`src/rtl/uart_prog_loader.sv`:
```
// UART program-image loader: parses {count[31:0] LE, words...} from the UART byte stream into IMEM.
// Optional trailing XOR checksum byte when UART_LOADER_CSUM_EN is defined.
module uart_prog_loader #(
   parameter int                         ADDR_WIDTH     = 10,
   parameter int                         TIMEOUT_WIDTH  = 24,
   parameter logic [TIMEOUT_WIDTH-1:0]   TIMEOUT_CYCLES = 24'd5000000
) (
   input  logic                  clk,
   input  logic                  rst,
   input  logic [7:0]            rx_data,
   input  logic                  rx_ready,
   output logic                  imem_we,
   output logic [ADDR_WIDTH-1:0] imem_addr,
   output logic [31:0]           imem_wdata,
   output logic                  cpu_rst,
   output logic                  busy,
   output logic                  load_done,
   output logic                  load_err
);

   typedef enum logic [2:0] {
      S_IDLE, S_LEN, S_DATA, S_CSUM, S_DONE, S_ERR
   } state_t;

   localparam logic [32:0]              MAX_WORDS = 33'd1 << ADDR_WIDTH;
   localparam logic [TIMEOUT_WIDTH-1:0] TO_LAST   = TIMEOUT_WIDTH'(TIMEOUT_CYCLES - 1);

   state_t                  r_state;
   logic                    r_rx_ready_q;
   logic [1:0]              r_byte_cnt;
   logic [31:0]             r_buf;
   logic [ADDR_WIDTH-1:0]   r_word_idx;
   logic [ADDR_WIDTH-1:0]   r_last_idx;
   logic [TIMEOUT_WIDTH-1:0] r_to_cnt;
   logic                    r_imem_we;
   logic [ADDR_WIDTH-1:0]   r_imem_addr;
   logic [31:0]             r_imem_wdata;
   logic                    r_cpu_rst;
   logic                    r_busy;
   logic                    r_load_done;
   logic                    r_load_err;
`ifdef UART_LOADER_CSUM_EN
   logic [7:0]              r_xor;
`endif

   logic        w_stb;
   logic [31:0] w_word;
   logic        w_timed;
   logic        w_to_hit;
   logic        w_too_big;

   assign w_stb     = rx_ready & ~r_rx_ready_q;
   assign w_word    = {rx_data, r_buf[31:8]};
   assign w_timed   = (r_state == S_LEN) || (r_state == S_DATA) || (r_state == S_CSUM);
   // Expiry fires on the edge where the counter would reach TIMEOUT_CYCLES; a strobe in that cycle wins.
   assign w_to_hit  = w_timed && !w_stb && (r_to_cnt >= TO_LAST);
   assign w_too_big = {1'b0, w_word} > MAX_WORDS;

   always_ff @(posedge clk) begin
      if (rst) begin
         r_state      <= S_IDLE;
         r_rx_ready_q <= 1'b1;
         r_byte_cnt   <= '0;
         r_buf        <= '0;
         r_word_idx   <= '0;
         r_last_idx   <= '0;
         r_to_cnt     <= '0;
         r_imem_we    <= 1'b0;
         r_imem_addr  <= '0;
         r_imem_wdata <= '0;
         r_cpu_rst    <= 1'b0;
         r_busy       <= 1'b0;
         r_load_done  <= 1'b0;
         r_load_err   <= 1'b0;
`ifdef UART_LOADER_CSUM_EN
         r_xor        <= '0;
`endif
      end else begin
         r_rx_ready_q <= rx_ready;
         r_imem_we    <= 1'b0;
         r_load_done  <= 1'b0;

         if (!w_timed || w_stb)
            r_to_cnt <= '0;
         else if (r_to_cnt != TIMEOUT_CYCLES)
            r_to_cnt <= r_to_cnt + TIMEOUT_WIDTH'(1);

         case (r_state)
            S_IDLE, S_DONE, S_ERR: begin
               if (w_stb) begin
                  r_state    <= S_LEN;
                  r_byte_cnt <= 2'd1;
                  r_buf      <= w_word;
                  r_load_err <= 1'b0;
                  r_cpu_rst  <= 1'b1;
                  r_busy     <= 1'b1;
`ifdef UART_LOADER_CSUM_EN
                  r_xor      <= '0;
`endif
               end else if (r_state == S_DONE) begin
                  r_state   <= S_IDLE;
                  r_cpu_rst <= 1'b0;
               end
            end

            S_LEN: begin
               if (w_stb) begin
                  r_buf      <= w_word;
                  r_byte_cnt <= r_byte_cnt + 2'd1;
                  if (r_byte_cnt == 2'd3) begin
                     if (w_word == 32'd0) begin
                        r_state     <= S_DONE;
                        r_load_done <= 1'b1;
                        r_busy      <= 1'b0;
                     end else if (w_too_big) begin
                        r_state    <= S_ERR;
                        r_load_err <= 1'b1;
                        r_busy     <= 1'b0;
                     end else begin
                        r_state    <= S_DATA;
                        r_word_idx <= '0;
                        r_last_idx <= ADDR_WIDTH'(w_word - 32'd1);
                     end
                  end
               end else if (w_to_hit) begin
                  r_state    <= S_ERR;
                  r_load_err <= 1'b1;
                  r_busy     <= 1'b0;
               end
            end

            S_DATA: begin
               if (w_stb) begin
                  r_buf      <= w_word;
                  r_byte_cnt <= r_byte_cnt + 2'd1;
`ifdef UART_LOADER_CSUM_EN
                  r_xor      <= r_xor ^ rx_data;
`endif
                  if (r_byte_cnt == 2'd3) begin
                     r_imem_we    <= 1'b1;
                     r_imem_addr  <= r_word_idx;
                     r_imem_wdata <= w_word;
                     r_word_idx   <= r_word_idx + ADDR_WIDTH'(1);
                     if (r_word_idx == r_last_idx) begin
`ifdef UART_LOADER_CSUM_EN
                        r_state <= S_CSUM;
`else
                        r_state     <= S_DONE;
                        r_load_done <= 1'b1;
                        r_busy      <= 1'b0;
`endif
                     end
                  end
               end else if (w_to_hit) begin
                  r_state    <= S_ERR;
                  r_load_err <= 1'b1;
                  r_busy     <= 1'b0;
               end
            end

            S_CSUM: begin
`ifdef UART_LOADER_CSUM_EN
               if (w_stb) begin
                  r_busy <= 1'b0;
                  if (rx_data == r_xor) begin
                     r_state     <= S_DONE;
                     r_load_done <= 1'b1;
                  end else begin
                     r_state    <= S_ERR;
                     r_load_err <= 1'b1;
                  end
               end else if (w_to_hit) begin
                  r_state    <= S_ERR;
                  r_load_err <= 1'b1;
                  r_busy     <= 1'b0;
               end
`else
               r_state <= S_IDLE;
`endif
            end

            default: r_state <= S_IDLE;
         endcase
      end
   end

   assign imem_we    = r_imem_we;
   assign imem_addr  = r_imem_addr;
   assign imem_wdata = r_imem_wdata;
   assign cpu_rst    = r_cpu_rst;
   assign busy       = r_busy;
   assign load_done  = r_load_done;
   assign load_err   = r_load_err;

endmodule

```
`config.mk`:
```
export PLATFORM = sky130hd
export DESIGN_NAME = uart_prog_loader
export DESIGN_NICKNAME = d
export VERILOG_FILES = /design/src/rtl/uart_prog_loader.sv
export SDC_FILE = /design/constraint.sdc
export NUM_CORES = 1
export LEC_CHECK = 0
export CAP_MARGIN = 20
export CORE_MARGIN = 8
export CORE_UTILIZATION = 57
export CTS_BUF_LIST = sky130_fd_sc_hd__clkbuf_2 sky130_fd_sc_hd__clkbuf_4 sky130_fd_sc_hd__clkbuf_8
export CTS_CLUSTER_DIAMETER = 30
export DETAILED_ROUTE_END_ITERATION = 6
export GPL_TIMING_DRIVEN = 0
export PLACE_DENSITY_LB_ADDON = 0.08
export SLEW_MARGIN = 20
export SYNTH_ARGS = -nofsm -noshare
export SYNTH_HDL_FRONTEND = slang
export SYNTH_SLANG_ARGS = --single-unit
export TNS_END_PERCENT = 10
```
`constraint.sdc`:
```
create_clock -name clk -period 5.15 [get_ports clk]
set_input_delay 0.7725 -clock clk [delete_from_list [all_inputs] [get_ports clk]]
set_output_delay 0.7725 -clock clk [all_outputs]
set_load 0.1 [all_outputs]
```
==> impl_metrics.json <==
{
  "design.die.area_um2": 12600,
  "hold_viol": 0,
  "clockPowerShare_pct": 44.2,
  "coreArea_um2": 9110,
  "vias_per_cell": 5.64,
  "grt_pass1_wl_mm": 22.2,
  "synth_edf_count": 0,
  "required_ns": 5.45,
  "clock_sinks": 121,
  "min_path_type": "reg -> reg",
  "cts_buffers": 17,
  "cp.arrival_ns": 3.33,
  "syn_nets": 676,
  "crit_type": "in -> reg",
  "post-route-util_pct": 70.0,
  "avgSynthCellArea_um2": 8.03,
  "power_frac_comb_pct": 3.4,
  "start_util_pct": 58.1,
  "dieWidth_um": 112,
  "cts_root_buf": "clkbuf_8",
  "htreeDepth": 4,
  "routedWlPerCell_um": 15.4,
  "drive_gt1_share_pct": 6.82,
  "nFillCells": 793,
  "grt_pass1_vias": 4667,
  "path_max_fanout": 10,
  "insertion_delay_ns": 0.44,
  "seq_area_frac_synth_pct": 45.8,
  "skew_ns": 0.0156,
  "rows": 35,
  "end_kind": "flop",
  "io_buffers": 57,
  "period_needed_ns": 3.03,
  "tightest_slew_ns": 0.996,
  "fin_hold_ws_ns": 0.456,
  "grt-ovfl-total": 0,
  "power_leakage_nw": 2.20,
  "routed_wl_mm": 13.2,
  "vias": 4841,
  "tns_ns": 0,
  "syn_inst": 659,
  "clk_pin_slew_ns": 0.07,
  "antennaDiodeCount": 0,
  "multiInputGateArea_um2": 2690,
  "cts_buffer_depth": 2,
  "grt_max_degree": 17,
  "seqPwrFrac_pct": 52.4,
  "synth_area_um2": 5290,
  "layout.nets": 752,
  "maxSlewHeadroom_pct": 33.4,
  "antenna_found_initial": 0,
  "gp_congestion": 0.933,
  "switching_share_pct": 26.7,
  "fmax_ghz": 0.331,
  "finalCritPeriodShare_pct": 58.7,
  "ctsHoldBuffers": 0,
  "design_area_um2": 6370,
  "drcViolationCount": 0,
  "synthArstFlopShare_pct": 0,
  "grt_use_total_pct": 21.5,
  "ys_types": 54,
  "synth_flop_cell": "dfxtp_1",
  "cts_tree": "done",
  "ys_ff_latch": 121,
  "drt_pass1_iterations": 5,
  "cts_setup_buffers": 0,
  "dp_hpwl_mm": 9.66,
  "peakVddDrop_mv": 0.204,
  "setup_viol": 0,
  "rsz0062_at_grt": "false",
  "power_density_nw_per_um2": 283,
  "cellInternalPower_mw": 1.32,
  "die_y_um": 112,
  "slew_viol_final": 0,
  "pin_count": 58,
  "place_area_um2": 6000,
  "drtIter0Drc": 271,
  "area_growth_pct": 20.4,
  "cp-start-kind": "input pin",
  "p_switching_mw": 0.481,
  "maxCapViolCount": 0,
  "status": "finished, final reports clean",
  "regArea_um2": 2420,
  "yosysWarnings": 0,
  "cts_resized": 0,
  "antenna_left": 0
}
## critical path, stage by stage
cell             delay (ns)
clkdlybuf4s50_1        0.47
nor4_1                 0.34
nand4_1                0.30
nor3_1                 0.52
and3_1                 0.30
a31o_2                 0.17
clkbuf_1               0.36
nor2_1                 0.09
## kinds of logic (layout without fill, tap and decap cells)
group | count (synthesis) | count (layout) | share of synthesized area [%]
AOI/OAI and AO/OA | 126 | 126 | 13.7
xor gates and xnor gates | 42 | 42 | 6.95
adders and majority gates | 6 | 6 | 1.42
buffers and inverters | 45 | 134 | 3.36
DFF | 121 | 121 | 45.8
muxes | 11 | 11 | 2.10
and+or+nand+nor | 308 | 308 | 26.7
## power groups by stage
stage          logic, mW  clock network [mW]  registers [mW]
2_1_floorplan     0.0293                   0           0.971
3_3_place_gp      0.0591                   0           0.966
3_5_place_dp      0.0601                   0           0.966
4_1_cts           0.0604               0.810           0.944
5_1_grt           0.0656               0.854           0.944
6_report          0.0612               0.796           0.944
## flip-flops by register name, indices dropped and copies added (netlist names)
| name | flops |
|---|---|
| busy | 1 |
| cpu_rst | 1 |
| imem_addr | 10 |
| imem_wdata | 32 |
| imem_we | 1 |
| load_done | 1 |
| load_err | 1 |
| r_buf | 24 |
| r_byte_cnt | 2 |
| r_last_idx | 10 |
| r_rx_ready_q | 1 |
| r_state | 3 |
| r_to_cnt | 24 |
| r_word_idx | 10 |
## synthesized netlist by cell type, types with 2 or more instances
master | n | share of area [%]
nor2b_1 | 2 | 0.24
and2_1 | 6 | 0.71
and3_1 | 6 | 0.71
nor3b_1 | 3 | 0.43
dfxtp_1 | 121 | 46
mux2i_1 | 10 | 1.9
a21o_1 | 2 | 0.28
nor3_1 | 16 | 1.5
o211ai_1 | 4 | 0.57
or2_2 | 6 | 0.71
nand2b_1 | 3 | 0.35
or3_2 | 2 | 0.28
nor4_1 | 7 | 0.83
ha_1 | 6 | 1.4
or3_1 | 5 | 0.59
inv_1 | 7 | 0.50
nor2_1 | 60 | 4.3
nor4b_1 | 2 | 0.33
xnor2_1 | 16 | 2.6
and4_1 | 3 | 0.50
a211oi_1 | 5 | 0.71
a31o_2 | 3 | 0.50
xor2_1 | 26 | 4.3
nand4_1 | 11 | 1.3
a21oi_1 | 84 | 7.9
o31a_1 | 2 | 0.33
clkbuf_1 | 36 | 2.6
nand3_1 | 11 | 1.0
o31ai_1 | 2 | 0.28
nand2_1 | 156 | 11
o21ai_0 | 13 | 1.2
## path summary, 6_finish.rpt
path,startpoint,endpoint,slack (ns),cells past startpoint
max,rx_data[6],r_word_idx[1],2.12,8
min,imem_wdata[31],imem_wdata[31],0.46,2
max reg2reg,r_buf[8],r_word_idx[1],2.23,9
min reg2reg,imem_wdata[31],imem_wdata[31],0.46,2
## through the flow
stage / worst slack (ns) / instances / total power [mW]
final: 2.12 / 859 / 1.80
after global routing: 2.06 / 859 / 1.86
after CTS: 2.21 / 859 / 1.81
after detailed placement: 1.74 / 827 / 1.03
after global placement: 1.83 / 827 / 1.02
after floorplan: 2.62 / 659 / 1.00
## routing by layer
layer,share of wire [%],global-route usage [%],up-vias
met5,0,0,-
met4,2.1,8.18,0
met3,6.2,7.03,25
met2,46,34.0,165
met1,46,26.5,2259
li1,-,-,2392
## layout by cell type (no fill, tap or decap), types with 6 or more instances in the layout
cell type / instances
and2_1: 6
and3_1: 6
clkbuf_8: 18
ha_1: 6
nand3_1: 11
xnor2_1: 16
nand2_1: 156
mux2i_1: 10
clkdlybuf4s50_1: 57
nor2_1: 60
nand4_1: 11
o21ai_0: 13
or2_2: 6
clkbuf_1: 36
a21oi_1: 84
inv_6: 6
nor4_1: 7
xor2_1: 26
nor3_1: 16
inv_1: 7
dfxtp_1: 121
## final cells by class
type | instances | share of cell area (%)
clock inverter | 14 | 1.94
timing repair buffer | 57 | 8.95
sequential | 121 | 38.0
tap | 111 | 2.18
clock buffer | 18 | 3.89
multi-input combinational | 493 | 42.2
buffer | 38 | 2.38
inverter | 7 | 0.412
Note: power is estimated with default switching activity, not from simulation.
